`src/rtl/fixed_point_square_pkg.sv`:
```
// Shared fixed-point format helpers for the square-root / square pair:
// FSM state encoding and derived datapath widths.
package fixed_point_square_pkg;

  typedef enum logic [1:0] {
    ST_IDLE  = 2'd0,
    ST_RUN   = 2'd1,
    ST_FINAL = 2'd2,
    ST_DONE  = 2'd3
  } fps_state_e;

  localparam int DEF_WIDTH = 16;
  localparam int DEF_ACC_W = 2 * DEF_WIDTH + 1;
  localparam int DEF_CNT_W = $clog2(DEF_WIDTH) + 1;

  // One guard bit above 2*WIDTH so root^2 + rem can never wrap.
  function automatic int acc_width(input int width);
    return 2 * width + 1;
  endfunction

  function automatic int cnt_width(input int width);
    return $clog2(width) + 1;
  endfunction

endpackage

```
`src/rtl/fixed_point_square_if.sv`:
```
// Start/busy/valid handshake and operand/result bus of the fixed-point squarer.
interface fixed_point_square_if #(
  parameter int WIDTH = 16
) ();

  logic             i_start;
  logic [WIDTH-1:0] i_root;
  logic [WIDTH-1:0] i_rem;
  logic             o_busy;
  logic             o_valid;
  logic [WIDTH-1:0] o_rad;
  logic             o_exact;
  logic             o_ovf;

  modport master (
    output i_start, i_root, i_rem,
    input  o_busy, o_valid, o_rad, o_exact, o_ovf
  );

  modport slave (
    input  i_start, i_root, i_rem,
    output o_busy, o_valid, o_rad, o_exact, o_ovf
  );

endinterface

```
`src/rtl/fixed_point_square.sv`:
```
// Sequential shift-add squarer: o_rad = (root*root + rem) >> FRACT_BITS,
// one multiplier bit per clock, fixed latency of WIDTH+1 edges after start.
module fixed_point_square
  import fixed_point_square_pkg::*;
#(
  parameter int WIDTH      = 16,
  parameter int FRACT_BITS = 16
) (
  input  logic                  i_clk,
  input  logic                  i_rst_n,
  fixed_point_square_if.slave   sq
);

  localparam int ACC_W = acc_width(WIDTH);
  localparam int CNT_W = cnt_width(WIDTH);
  localparam logic [ACC_W-1:0] FRAC_MASK = (ACC_W'(1) << FRACT_BITS) - ACC_W'(1);

  fps_state_e         state_q, state_d;
  logic [ACC_W-1:0]   acc_q, acc_d;
  logic [2*WIDTH-1:0] mcand_q, mcand_d;
  logic [WIDTH-1:0]   mplier_q, mplier_d;
  logic [CNT_W-1:0]   count_q, count_d;
  logic               valid_q, valid_d;
  logic [WIDTH-1:0]   rad_q, rad_d;
  logic               exact_q, exact_d;
  logic               ovf_q, ovf_d;
  logic               ovf_w;

  // Anything at or above bit FRACT_BITS+WIDTH cannot be represented in o_rad.
  assign ovf_w = |(acc_q >> (FRACT_BITS + WIDTH));

  always_comb begin
    state_d  = state_q;
    acc_d    = acc_q;
    mcand_d  = mcand_q;
    mplier_d = mplier_q;
    count_d  = count_q;
    valid_d  = valid_q;
    rad_d    = rad_q;
    exact_d  = exact_q;
    ovf_d    = ovf_q;
    case (state_q)
      ST_IDLE, ST_DONE: begin
        if (sq.i_start) begin
          acc_d    = {{(ACC_W-WIDTH){1'b0}}, sq.i_rem};
          mcand_d  = {{WIDTH{1'b0}}, sq.i_root};
          mplier_d = sq.i_root;
          count_d  = '0;
          valid_d  = 1'b0;
          state_d  = ST_RUN;
        end
      end
      ST_RUN: begin
        if (mplier_q[0]) begin
          acc_d = acc_q + {1'b0, mcand_q};
        end
        mcand_d  = mcand_q << 1;
        mplier_d = mplier_q >> 1;
        count_d  = count_q + CNT_W'(1);
        // No early-out: always WIDTH adds so latency is operand-independent.
        if (count_q == CNT_W'(WIDTH - 1)) begin
          state_d = ST_FINAL;
        end
      end
      ST_FINAL: begin
        rad_d   = ovf_w ? '1 : acc_q[FRACT_BITS +: WIDTH];
        ovf_d   = ovf_w;
        exact_d = ((acc_q & FRAC_MASK) == '0);
        valid_d = 1'b1;
        state_d = ST_DONE;
      end
      default: state_d = ST_IDLE;
    endcase
  end

  always_ff @(posedge i_clk or negedge i_rst_n) begin
    if (!i_rst_n) begin
      state_q  <= ST_IDLE;
      acc_q    <= '0;
      mcand_q  <= '0;
      mplier_q <= '0;
      count_q  <= '0;
      valid_q  <= 1'b0;
      rad_q    <= '0;
      exact_q  <= 1'b0;
      ovf_q    <= 1'b0;
    end else begin
      state_q  <= state_d;
      acc_q    <= acc_d;
      mcand_q  <= mcand_d;
      mplier_q <= mplier_d;
      count_q  <= count_d;
      valid_q  <= valid_d;
      rad_q    <= rad_d;
      exact_q  <= exact_d;
      ovf_q    <= ovf_d;
    end
  end

  assign sq.o_busy  = (state_q == ST_RUN) || (state_q == ST_FINAL);
  assign sq.o_valid = valid_q;
  assign sq.o_rad   = rad_q;
  assign sq.o_exact = exact_q;
  assign sq.o_ovf   = ovf_q;

endmodule
```
`src/flat_wrapper.sv`:
```
// flat-port wrapper written by rule: the top's interface ports become plain ports
module fixed_point_square_flat import fixed_point_square_pkg::*;
#(
  parameter int WIDTH      = 16,
  parameter int FRACT_BITS = 16
)
  (i_clk, i_rst_n, sq_i_start, sq_i_root, sq_i_rem, sq_o_busy, sq_o_valid, sq_o_rad, sq_o_exact, sq_o_ovf);
  fixed_point_square_if #(.WIDTH(WIDTH)) sq_i ();
  input  logic i_clk;
  input  logic i_rst_n;
  input wire logic [$bits(sq_i.i_start)-1:0] sq_i_start;
  input wire logic [$bits(sq_i.i_root)-1:0] sq_i_root;
  input wire logic [$bits(sq_i.i_rem)-1:0] sq_i_rem;
  output wire logic [$bits(sq_i.o_busy)-1:0] sq_o_busy;
  output wire logic [$bits(sq_i.o_valid)-1:0] sq_o_valid;
  output wire logic [$bits(sq_i.o_rad)-1:0] sq_o_rad;
  output wire logic [$bits(sq_i.o_exact)-1:0] sq_o_exact;
  output wire logic [$bits(sq_i.o_ovf)-1:0] sq_o_ovf;
  assign sq_i.i_start = sq_i_start;
  assign sq_i.i_root = sq_i_root;
  assign sq_i.i_rem = sq_i_rem;
  assign sq_o_busy = sq_i.o_busy;
  assign sq_o_valid = sq_i.o_valid;
  assign sq_o_rad = sq_i.o_rad;
  assign sq_o_exact = sq_i.o_exact;
  assign sq_o_ovf = sq_i.o_ovf;
  fixed_point_square #(.WIDTH(WIDTH), .FRACT_BITS(FRACT_BITS)) u_core (.i_clk(i_clk), .i_rst_n(i_rst_n), .sq(sq_i));
endmodule
```
`config.mk`:
```
export PLATFORM = sky130hd
export DESIGN_NAME = fixed_point_square_flat
export DESIGN_NICKNAME = d
export VERILOG_FILES = /design/src/rtl/fixed_point_square_pkg.sv /design/src/rtl/fixed_point_square_if.sv /design/src/rtl/fixed_point_square.sv /design/src/flat_wrapper.sv
export SDC_FILE = /design/constraint.sdc
export NUM_CORES = 1
export LEC_CHECK = 0
export ABC_AREA = 1
export BUFFER_PORTS_ARGS = -buffer_cell sky130_fd_sc_hd__buf_2
export CAP_MARGIN = 20
export CORE_UTILIZATION = 40
export CTS_CLUSTER_DIAMETER = 150
export DETAILED_ROUTE_END_ITERATION = 8
export GPL_TIMING_DRIVEN = 0
export SYNTH_ARGS = -nofsm -noshare
export SYNTH_HDL_FRONTEND = slang
export SYNTH_SLANG_ARGS = --single-unit
```
`constraint.sdc`:
```
create_clock -name i_clk -period 3.9 [get_ports i_clk]
set_clock_uncertainty 0.1 [all_clocks]
set_input_delay 0.975 -clock i_clk [delete_from_list [all_inputs] [get_ports i_clk]]
set_output_delay 0.975 -clock i_clk [all_outputs]
set_load 0.05 [all_outputs]
```
# ---- After elaboration in Yosys (flattened, before gate mapping)
# Index checks and enable logic that the tools add are counted.
# Widths: inputs -> output; s select.
dict set report op_classes {
  n_shift 0
  n_mul 0
  muxes 15
  n_eq_ne 7
  n_div 0
  n_reduce_logical 10
  order_cmp 0
  bitwise 0
  addsub 2
}
# cell count
set op_table {}
lappend op_table {{$mux 33} 2}
lappend op_table {{$pmux 33 s2} 1}
lappend op_table {{$pmux 32 s2} 1}
lappend op_table {{$add 33x32->33} 1}
lappend op_table {{$logic_not 33->1} 1}
lappend op_table {{$mux 16} 2}
lappend op_table {{$mux 32} 1}
lappend op_table {{$pmux 16 s2} 1}
lappend op_table {{$pmux 5 s2} 1}
lappend op_table {{$pmux 2 s3} 1}
lappend op_table {{$reduce_and 2->1} 3}
lappend op_table {{$add 5x1->5 const B} 1}
lappend op_table {{$eq 5x4->1 const B} 1}
lappend op_table {{$mux 5} 1}
lappend op_table {{$eq 2x2->1 const B} 2}
lappend op_table {{$mux 2} 2}
lappend op_table {{$ne 2x1->1 const B} 2}
lappend op_table {{$reduce_bool 2->1} 2}
lappend op_table {{$reduce_and 3->1} 1}
lappend op_table {{$eq 2x1->1 const B} 1}
lappend op_table {{$logic_not 2->1} 1}
lappend op_table {{$ne 2x2->1 const B} 1}
lappend op_table {{$pmux 1 s2} 1}
lappend op_table {{$reduce_or 2->1} 1}
lappend op_table {{2 further kinds} 2}
dict set report totals {
  input_bits 35
  memories 0
  rom_bits 0
  out_inout_bits 20
  register_bits 107
  mem_bits_rw 0
  word_cells 43
  latchBits 0
}

# ---- Depth between registers and ports, before layout
dict set report logic_depth {
  ltp_word 4
  ltp_mapped 13
  depth_no_buf 13
}

# ---- Least setup slack after synthesis
# Ideal clock, no wire load.
dict set report synth_path {
  path_kind {register to output}
  start {register u_core.state_q[0]}
  end {output port sq_o_busy}
  slack_ps 1837
  stages_incl_launch_ff 4
  arrival_ps 988
  n_path_buf 0
  t_required_ps 2825
  path_cell_list {dfrtp_1 inv_1 ha_1 inv_2}
}
dict set report synth_via {
  elab_chain_cells 2
  word_cells_on_any_way 3
  classes_between {eq/ne: 2; reduce/logical: 1}
}
# element line_no
set synth_rtl {}
lappend synth_rtl {{start: declaration} fixed_point_square.sv:18} ;# fps_state_e state_q, state_d;
lappend synth_rtl {{start signal: assignment} fixed_point_square.sv:88} ;# state_q <= state_d;
lappend synth_rtl {{$eq 2x1->1 or $eq 2x2->1 (tied branches)} fixed_point_square.sv:100} ;# assign sq.o_busy = (state_q == ST_RUN) || (state_q == ST_FINAL);
lappend synth_rtl {{$logic_or 1x1->1 (*)} fixed_point_square.sv:100}
lappend synth_rtl {{end: declaration} flat_wrapper.sv:14} ;# output wire logic [$bits(sq_i.o_busy)-1:0] sq_o_busy;
# Every way passes the cells marked *; elsewhere a longest branch is shown, timed or not.

# ---- Worst setup path in the final report
# Same ends and word-level chain as after synthesis.

==> reports/qor.yml <==
run_status:
  status: "complete, no violations"
global_route:
  grt_pass1_vias: 6198
  grt_use_total_pct: 22.7
  grt_pass1_wl_um: 31400
  grt_antenna_before_repair: 0
  grt_overflow_total: 0
  grt_max_degree: 63
synthesis:
  ys_ff_latch: 107
  ys_warn_count: 0
  syn_area_per_cell_um2: 6.72
  synthesis.area_mm2: 0.00693
  synthCells: 1032
  synth_cell_types: 29
  ys_seq_area_share_pct: 38.6
  synth_nets: 1105
sta:
  period_share_pct: 66.4
  worstMarginPinSlew_ns: 0.634
  fmax_mhz: 386
  tns_ns: 0
  setup_viol: 0
  hold_slack_ns: 0.377
  hold_violations: 0
  grt_setup_unrepaired: "false"
  maxSlewHeadroom_pct: 57.7
  period_needed_ns: 2.59
  maxSlewViolCount: 0
detailed_routing:
  drc: 0
  num_vias: 6357
  drt_iter0_markers: 374
  dr.max_layer_used: "met4"
  ant_nets: 0
  wl_met2_um: 8190
  drt-total-wl_um: 18800
  wl_per_cell_um: 14.2
  firstDrtPassIters: 5
  wl_met3_um: 789
  via_per_inst: 4.80
  met1_length_um: 9610
worst_setup_path:
  worstSetupPathType: "reg2out"
  startpoint: "u_core.state_q[0]"
  r2r-start: "u_core.acc_q[0]"
  cp_slowest_cell: "dfrtp_1"
  cp.arrival_ns: 1.52
  start_kind: "flop"
  crit_path_max_incr_delay_ns: 0.39
  cp_cell_sequence: "inv_1 > ha_1 > inv_2 > buf_2"
  crit_required_ns: 2.82
  endpoint_kind: "output pin"
  crit_fanout: 4
floorplanning:
  start_util_pct: 41.4
  dieArea_mm2: 0.0179
  rows: 47
  core_mm2: 0.0168
  dieWidth_um: 134
  dieHeight_um: 134
  num_io_pins: 55
clock_tree:
  insertion_delay_ns: 0.37
  cts.sinks: 107
  tritoncts: "built"
  postCtsResizedCells: 0
  cts_max_level: 3
  clockRootBuffer: "clkbuf_16"
  post_cts_buffers: 0
  clk_path_buf_depth: 2
  cts_buffers: 9
  ctsHoldBuffers: 0
  clk_pin_slew_ns: 0.08
cells_and_area:
  final_cell_mix: "nand2_1 (376), inv_1 (177), dfrtp_1 (107), o21ai_0 (89), buf_2 (65)"
  nNetsFinal: 1171
  area_growth_pct: 12.6
  drive_gt1_share_pct: 8.34
  finalCoreUtilization_pct: 46.6
  mostFrequentLayoutCell: "nand2_1"
  antennaDiodeCount: 0
flow_run:
  cap_violations: 0
hold_path:
  hold_start: "u_core.sq.o_rad[3]"
  hold_class: "reg2reg"
placement:
  io_buffers: 54
  gp_congestion: 0.906
  hpwl_um: 14800
power_and_ir_drop:
  max-vdd-ir-drop_uv: 777
  power_mw: 6.41
  cellPowerDensity_mw_per_mm2: 821
  power.leakage_nw: 4.44
-- routing by layer --
layer / vias to the layer above / track usage (%)
met1: 2888 / 33.2
met5: - / 0
met3: 16 / 3.20
li1: 3359 / -
met2: 94 / 35.5
met4: 0 / 5.18
-- registers in the layout, indices dropped and copies added, names as in the netlist --
name / count
u_core.acc_q: 33
u_core.count_q: 5
u_core.mcand_q: 32
u_core.mplier_q: 16
u_core.sq.o_exact: 1
u_core.sq.o_ovf: 1
u_core.sq.o_rad: 16
u_core.sq.o_valid: 1
u_core.state_q: 2
-- worst max-delay path, delay by kind of cell, from the launching register on --
kind / cells / cell delay (ns)
fa+ha+maj: 1 / 0.37
flops: 1 / 0.39
buf+inv: 3 / 0.39
-- cell families after synthesis --
family / synth area share [%]
AND/OR/NAND/NOR: 28.5
adder cells (fa/ha/maj): 6.96
buffers and inverters: 11.9
AO/OA/AOI/OAI: 13.5
XOR/XNOR: 0.505
flip-flops: 38.6
-- Yosys cell counts, drive strengths merged --
cell | count | area [um2]
a21o | 1 | 7.51
a21oi | 55 | 275
a31oi | 2 | 12.5
buf | 16 | 93.8
clkbuf | 14 | 52.6
clkinv | 1 | 3.75
dfrtp | 107 | 2680
fa | 1 | 20.0
ha | 37 | 463
inv | 180 | 676
nand2 | 376 | 1410
nand3 | 40 | 200
nand3b | 6 | 45.0
nand4 | 2 | 12.5
nor2 | 59 | 224
nor3 | 8 | 40.0
nor4 | 7 | 43.8
o21a | 2 | 15.0
o21ai | 93 | 488
o21bai | 1 | 7.51
o221ai | 2 | 17.5
o22ai | 18 | 113
xor2 | 4 | 35.0
-- final cells by class --
class                   count  area [um2]
inverters                 181         679
fillers                  1761        8950
well taps                 220         275
plain buffers              30         146
clock inverters             6        67.6
repair buffers             55         300
multi-input cells         714        3430
clock buffers              10         229
flip-flops and latches    107        2680
-- stage by stage --
| step | std cells | instance area, um2 | setup WS (ns) |
|---|---|---|---|
| after detailed placement | 1307 | 7510 | 1.55 |
| after CTS | 1323 | 7810 | 1.29 |
| after global placement | 1306 | 7480 | 0.402 |
| after floorplan | 1032 | 6930 | 1.84 |
| final | 1323 | 7810 | 1.31 |
| after global routing | 1323 | 7810 | 1.23 |
-- final timing paths --
| path | slack, ns | endpoint | cells past startpoint |
|---|---|---|---|
| min in group asynchronous | 0.52 | u_core.mplier_q[7] | 1 |
| worst max-delay path | 1.31 | sq_o_busy | 4 |
| max in group asynchronous | 2.44 | u_core.acc_q[25] | 2 |
| worst min-delay path | 0.38 | u_core.sq.o_rad[3] | 2 |
| worst min register to register | 0.38 | u_core.sq.o_rad[3] | 2 |
| worst max register to register | 1.55 | u_core.acc_q[30] | 12 |
-- where the power goes --
group	switching [mW]	total (mW)	internal, mW
logic	2.57	3.72	1.15
clock network	0.490	0.944	0.455
registers	0.253	1.74	1.49
total	3.31	6.41	3.10
Power figures use the tool's default switching activity.
